### src/rtl/alu_result_stage.sv
// alu_result_stage: registered 2-entry output buffer behind the 8-bit
// adder/subtracter. It captures SUM, the status flags and the op bit under a
// valid/ready handshake and derives Borrow for subtraction. A saturating
// counter tracks how many accepted results had Overflow set.
// Optional feature macro: ALU_STICKY_FLAGS_EN adds sticky_clr/sticky_flags,
// which OR-accumulate {N,Z,V,C} over every pushed result.
module alu_result_stage #(
  parameter int WIDTH     = 8,
  parameter int CNT_WIDTH = 8
) (
  input  logic                 clk,
  input  logic                 rst,
  input  logic                 in_valid,
  output logic                 in_ready,
  input  logic [WIDTH-1:0]     SUM,
  input  logic                 Carry_out,
  input  logic                 zero,
  input  logic                 Overflow,
  input  logic                 Negative,
  input  logic                 control_in,
  output logic                 out_valid,
  input  logic                 out_ready,
  output logic [WIDTH-1:0]     out_result,
  output logic [4:0]           out_flags,
  output logic                 out_sub,
`ifdef ALU_STICKY_FLAGS_EN
  input  logic                 sticky_clr,
  output logic [3:0]           sticky_flags,
`endif
  output logic [CNT_WIDTH-1:0] ovf_count
);

  typedef struct packed {
    logic [WIDTH-1:0] result;
    logic [4:0]       flags;  // {Borrow, Negative, zero, Overflow, Carry_out}
    logic             sub;
  } entry_t;

  entry_t       mem [2];
  logic         rptr, wptr;
  logic [1:0]   count, count_nxt;
  logic         rdy_q;
  logic         push, pop;
  entry_t       wr_entry;

  assign push      = in_valid & rdy_q;
  assign out_valid = (count != 2'd0);
  assign pop       = out_valid & out_ready;
  assign in_ready  = rdy_q;

  // Head entry drives the outputs; it only changes on a pop or a push into empty.
  assign out_result = mem[rptr].result;
  assign out_flags  = mem[rptr].flags;
  assign out_sub    = mem[rptr].sub;

  // Build the entry to capture; Borrow is the inverted carry of a subtract.
  always_comb begin
    wr_entry        = '0;
    wr_entry.result = SUM;
    wr_entry.flags  = {control_in & ~Carry_out, Negative, zero, Overflow, Carry_out};
    wr_entry.sub    = control_in;
  end

  // Next occupancy; push and pop together leave the count unchanged.
  always_comb begin
    count_nxt = count;
    case ({push, pop})
      2'b10:   count_nxt = count + 2'd1;
      2'b01:   count_nxt = count - 2'd1;
      default: count_nxt = count;
    endcase
  end

  // FIFO state. in_ready is registered from the next occupancy so it never
  // depends combinationally on out_ready or in_valid.
  always_ff @(posedge clk) begin
    if (rst) begin
      mem[0] <= '0;
      mem[1] <= '0;
      rptr   <= 1'b0;
      wptr   <= 1'b0;
      count  <= 2'd0;
      rdy_q  <= 1'b0;
    end else begin
      if (push) begin
        mem[wptr] <= wr_entry;
        wptr      <= ~wptr;
      end
      if (pop) rptr <= ~rptr;
      count <= count_nxt;
      rdy_q <= (count_nxt < 2'd2);
    end
  end

  // Overflow-event counter; counts at capture time and sticks at all-ones.
  always_ff @(posedge clk) begin
    if (rst)
      ovf_count <= '0;
    else if (push && Overflow && (ovf_count != {CNT_WIDTH{1'b1}}))
      ovf_count <= ovf_count + 1'b1;
  end

`ifdef ALU_STICKY_FLAGS_EN
  // Sticky flags: a clear in the same cycle as a push keeps that push's flags.
  always_ff @(posedge clk) begin
    if (rst)
      sticky_flags <= 4'b0;
    else
      sticky_flags <= (sticky_clr ? 4'b0 : sticky_flags) |
                      (push ? {Negative, zero, Overflow, Carry_out} : 4'b0);
  end
`endif

endmodule

### config.mk
export PLATFORM = sky130hd
export DESIGN_NAME = alu_result_stage
export DESIGN_NICKNAME = d
export VERILOG_FILES = /design/src/rtl/alu_result_stage.sv
export SDC_FILE = /design/constraint.sdc
export NUM_CORES = 1
export LEC_CHECK = 0
export BUFFER_PORTS_ARGS = -buffer_cell sky130_fd_sc_hd__buf_2
export CAP_MARGIN = 20
export CORE_ASPECT_RATIO = 0.9
export CORE_UTILIZATION = 50
export CTS_BUF_LIST = sky130_fd_sc_hd__clkbuf_4 sky130_fd_sc_hd__clkbuf_8
export DETAILED_ROUTE_END_ITERATION = 12
export GPL_TIMING_DRIVEN = 0
export MAX_ROUTING_LAYER = met4
export PLACE_DENSITY = 0.71
export SLEW_MARGIN = 10
export SYNTH_ARGS = -nofsm -noshare
export SYNTH_HDL_FRONTEND = slang
export SYNTH_SLANG_ARGS = --single-unit
### constraint.sdc
create_clock -name clk -period 2.24 [get_ports clk]
set_input_delay 0.112 -clock clk [delete_from_list [all_inputs] [get_ports clk]]
set_output_delay 0.112 -clock clk [all_outputs]
set_load 0.01 [all_outputs]
; ---- Yosys cells after proc, flatten, opt, wreduce, memory -nomap -nowiden
; Memory sizes are Yosys's and may differ from the RTL's. A register that Yosys moved wholly into a read port is not among the register bits.
; Cells that the tools add are included.
[word_totals]
input_bits = 17
memories = 1
ff_bits = 13
word_cells = 34
out_inout_bits = 24
mem_bits_rw = 28
[memory_table]
columns = name, depth, width, rd, rd_ports_with_merged_regs, wr, line
row1 = mem, 2, 14, 1, 1, 2, 39  ; entry_t mem [2];
[classes]
reduce_logical = 4
eq_ne = 3
mux = 11
add_sub_neg = 3
order_cmp = 1
bitwise = 6
[ops]
columns = operator, count
row1 = $mux 14, 1
row2 = $reduce_or 14->1, 1
row3 = $mux 1, 9
row4 = $add 8x1->8 const B, 1
row5 = $ne 8x8->1 const B, 1
row6 = $pmux 2 s2, 1
row7 = $and 1x1->1, 3
row8 = $not 1->1, 3
row9 = $add 2x1->2 const B, 1
row10 = $eq 2x1->1 const B, 1
row11 = $eq 2x2->1 const B, 1
row12 = $logic_and 1x1->1, 2
row13 = $lt 2x2->1 const B, 1
row14 = $reduce_bool 2->1, 1
row15 = $sub 2x1->2 const B, 1

; ---- Depth between registers and ports, before layout
[depth]
depth_word = 6
depth_mapped = 7
depth_no_buf = 7

; ---- Worst setup path after synthesis
; OpenSTA, ideal clock, no wires.
[synth_path]
path_kind = flip-flop to flip-flop
from = register rdy_q, in the netlist in_ready
to = memory mem[0][0] (netlist bit) (enable)
t_arrival_ns = 1.260
path_stages_with_launch = 3
required_time_ns = 1.852
setup_slack_ns = 0.592
path_buffers = 0
setup_ns = 0.388
period_less_slack_ns = 1.648
cell_sequence = dfxtp_1 > nand2_2 > o21bai_1
[synth_rtl]
columns = element, line
row1 = "start, declared", 42  ; logic rdy_q;
row2 = "start signal, assigned", 91  ; rdy_q <= (count_nxt < 2'd2);
row3 = "end, declared", 39

==> impl_metrics.csv <==
group,metric,value,unit
clock_tree,cts_resized,0,
yosys,ys_warn_count,0,
grt,grt-ovfl-total,0,
power,peakVddDrop,0.734,mV
sta,relSlewSlack,50.9,%
floorplan,core,3500,um^2
yosys,synth_common_cells,"and2_1, edfxtp_1, dfxtp_1, mux2_2, nor2_1",
grt,grt_pass1_vias,1061,
floorplan,dieHeight,60.5,um
grt,grt_start_max_net_pins,15,
hold_path,hold_path_depth,2,
clock_tree,clkSlewWorstSetupHoldPaths,70,ps
yosys,synth-seq-cells,42,
sta,final_max_slew_viol_count,0,
detailed_routing,met1_length,1430,um
setup_path,ff2ff_path_depth,6,
placed_design,hpwl,2250,um
setup_path,rrSetupSlack,540,ps
floorplan,start_util,54.3,%
floorplan,die_area,4050,um^2
sta,setup_viol,0,
hold_path,whs_endpoint,"ovf_count[7]",
yosys,yosysUniqueCellTypes,38,
power,static-leakage-power,0.982,nW
yosys,ys_top_cells_by_area,"edfxtp_1, dfxtp_1, and2_1, mux2_2, nor2_1",
clock_tree,cts_buffers,5,
layout,syn_to_final_growth,19.4,%
detailed_routing,drt_iter0_drc,67,
yosys,syn_avg_cell_area,13.0,um^2
sta,hold_viol,0,
hold_path,min_path_type,"in2reg",
setup_path,crit_chain,"or2_2 > and2_1 > ha_1 > nor2_1 > xor2_1 > nor2b_1",
sta,finalCriticalPeriod,1700,ps
yosys,synth_top_area_cell,"edfxtp_1",
floorplan,die_x,67.0,um
detailed_routing,routed_wirelength,3220,um
clock_tree,ctsRootBufferMaster,"clkbuf_8",
placed_design,port_buffers,39,
job,max_cap_violations,0,
setup_path,critical_path.max_stage_delay,340,ps
sta,setup_tns,0,ps
detailed_routing,via_per_inst,5.20,
clock_tree,clockBufferDepth,2,
yosys,synth_top_area_share,44.2,%
layout,drive_gt1_share,38.9,%
run_status,status,"finished, final reports clean",
sta,rsz0062_at_grt,"false",
yosys,ys_seq_area_share,59.0,%
yosys,synth-async-reset-ratio,0,%
layout,final_area,2270,um^2
setup_path,critPathKind,"reg2reg",
yosys,synth_cells,146,
setup_path,cp.required,2460,ps
setup_path,cp-start-kind,"register",
setup_path,critPathMaxFanout,3,
setup_path,arrival,1930,ps
detailed_routing,route.met3.wl,149,um
placed_design,place_congestion,0.835,
setup_path,slowest_stage,"dfxtp_1",
detailed_routing,drc,0,
detailed_routing,drt_pass1_iterations,4,
detailed_routing,met2WireLength,1580,um
floorplan,rows,20,
detailed_routing,top_layer_used,"met4",
detailed_routing,wl_per_cell,13.6,um
setup_path,end_kind,"register",
sta,timing.final.crit_share,76.0,%
grt,grt_pass1_wl,4890,um
clock_tree,cts.htree.levels,2,
sta,finalClockSkew,3.03,ps
detailed_routing,detail-route-antenna-nets,0,
layout,finalNetCount,211,
clock_tree,holdBufCountCts,0,
clock_tree,insertion_delay,290,ps
clock_tree,cts_tree,"built",
placed_design,dpl_cell_area,2150,um^2
setup_path,crit_buf_inv,0,
floorplan,io_pins,41,
yosys,synth_fp_nets,165,
yosys,ys.flop_type,"edfxtp_1",
detailed_routing,via_count,1232,
clock_tree,cts_setup_buffers,0,
clock_tree,cts.sinks,42,
hold_path,min_from,"rst",
setup_path,cp_top_family,"simple AND/OR/NAND/NOR gates",
sta,tightest_slew,736,ps
layout,diodes,0,
yosys,synth_area,1900,um^2
grt,antenna_found_initial,0,
setup_path,rr_startpoint,"count[0]",
sta,whs,33.3,ps
setup_path,cp_num_cells,6,
layout,fillers,280,
yosys,synth_edf_count,28,
grt,grt_use_total,17.8,%
power,p_per_area,912,nW/um^2
sta,max_freq,587,MHz
## how the worst max path moves through the flow
stage            endpoint     start  slack (ps)
2_1_floorplan   mem[0][0]  in_ready         590
3_3_place_gp   mem[0][12]  in_ready         280
3_5_place_dp     register  count[0]         530
4_1_cts          register  count[0]         520
5_1_grt          register  register         410
6_report         register  count[0]         540
## logic make-up after synthesis
group                    Yosys count  share of synthesized area, %
multiplexers                      17                          9.87
AO/OA/AOI/OAI                     10                          4.87
XOR/XNOR                           6                          2.76
buffers and inverters              6                          1.71
adder cells (fa/ha/maj)            2                          1.32
AND/OR/NAND/NOR                   63                          20.5
flip-flops                        42                          59.0
## state kept, by name (all words and copies together), names as in the netlist, named ones only
name / flops
rptr: 1
in_ready: 1
mem: 28
wptr: 1
count: 1
ovf_count: 8
## metal layers
metal / vias to the layer above / track usage, %
met5: - / -
met4: 0 / 9.12
met3: 8 / 4.70
met2: 30 / 27.4
met1: 581 / 21.5
li1: 613 / -
## cell usage in the layout, fill, tap and decap left out, types with 2 or more instances in the layout
cell,synthesis,layout
buf_2,1,40
and2_1,28,28
edfxtp_1,28,28
mux2_2,14,14
dfxtp_1,14,14
nor2_1,12,12
clkbuf_8,0,5
xor2_1,4,4
nor3_1,3,3
mux2i_1,3,3
or2_2,2,2
and3b_1,2,2
and3_1,2,2
a21oi_1,2,2
clkbuf_1,2,2
nand2_1,2,2
nand3_1,2,2
nor3_2,2,2
xnor2_1,2,2
ha_1,2,2
clkbuf_4,0,2
## layout make-up
| cell class | count | area, um^2 | share of cell area (%) |
|---|---|---|---|
| plain buffers | 5 | 28.8 | 1.27 |
| clock buffers | 7 | 83.8 | 3.70 |
| clock inverters | 1 | 30.0 | 1.32 |
| inverters | 1 | 3.75 | 0.165 |
| multi-input cells | 98 | 751 | 33.1 |
| flip-flops and latches | 42 | 1120 | 49.4 |
| well taps | 44 | 55.1 | 2.43 |
| repair buffers | 39 | 195 | 8.60 |
## metrics by stage
stage	setup slack (ps)	util (%)	total power, mW	std cells
6_report	537	64.8	2.07	237
3_5_place_dp	529	61.5	1.50	229
4_1_cts	525	64.8	2.09	237
5_1_grt	410	64.8	2.19	237
3_3_place_gp	280	61.4	1.48	229
2_1_floorplan	592	-	1.33	146
## power by group
| part | internal [mW] | total, mW | leakage [nW] | switching (mW) |
|---|---|---|---|---|
| Combinational | 0.244 | 0.489 | 0.516 | 0.245 |
| Sequential | 0.935 | 0.986 | 0.407 | 0.0518 |
| Clock | 0.357 | 0.594 | 0.0593 | 0.236 |
| Total | 1.54 | 2.07 | 0.982 | 0.533 |
No activity file was read; power rests on OpenSTA's default activity.
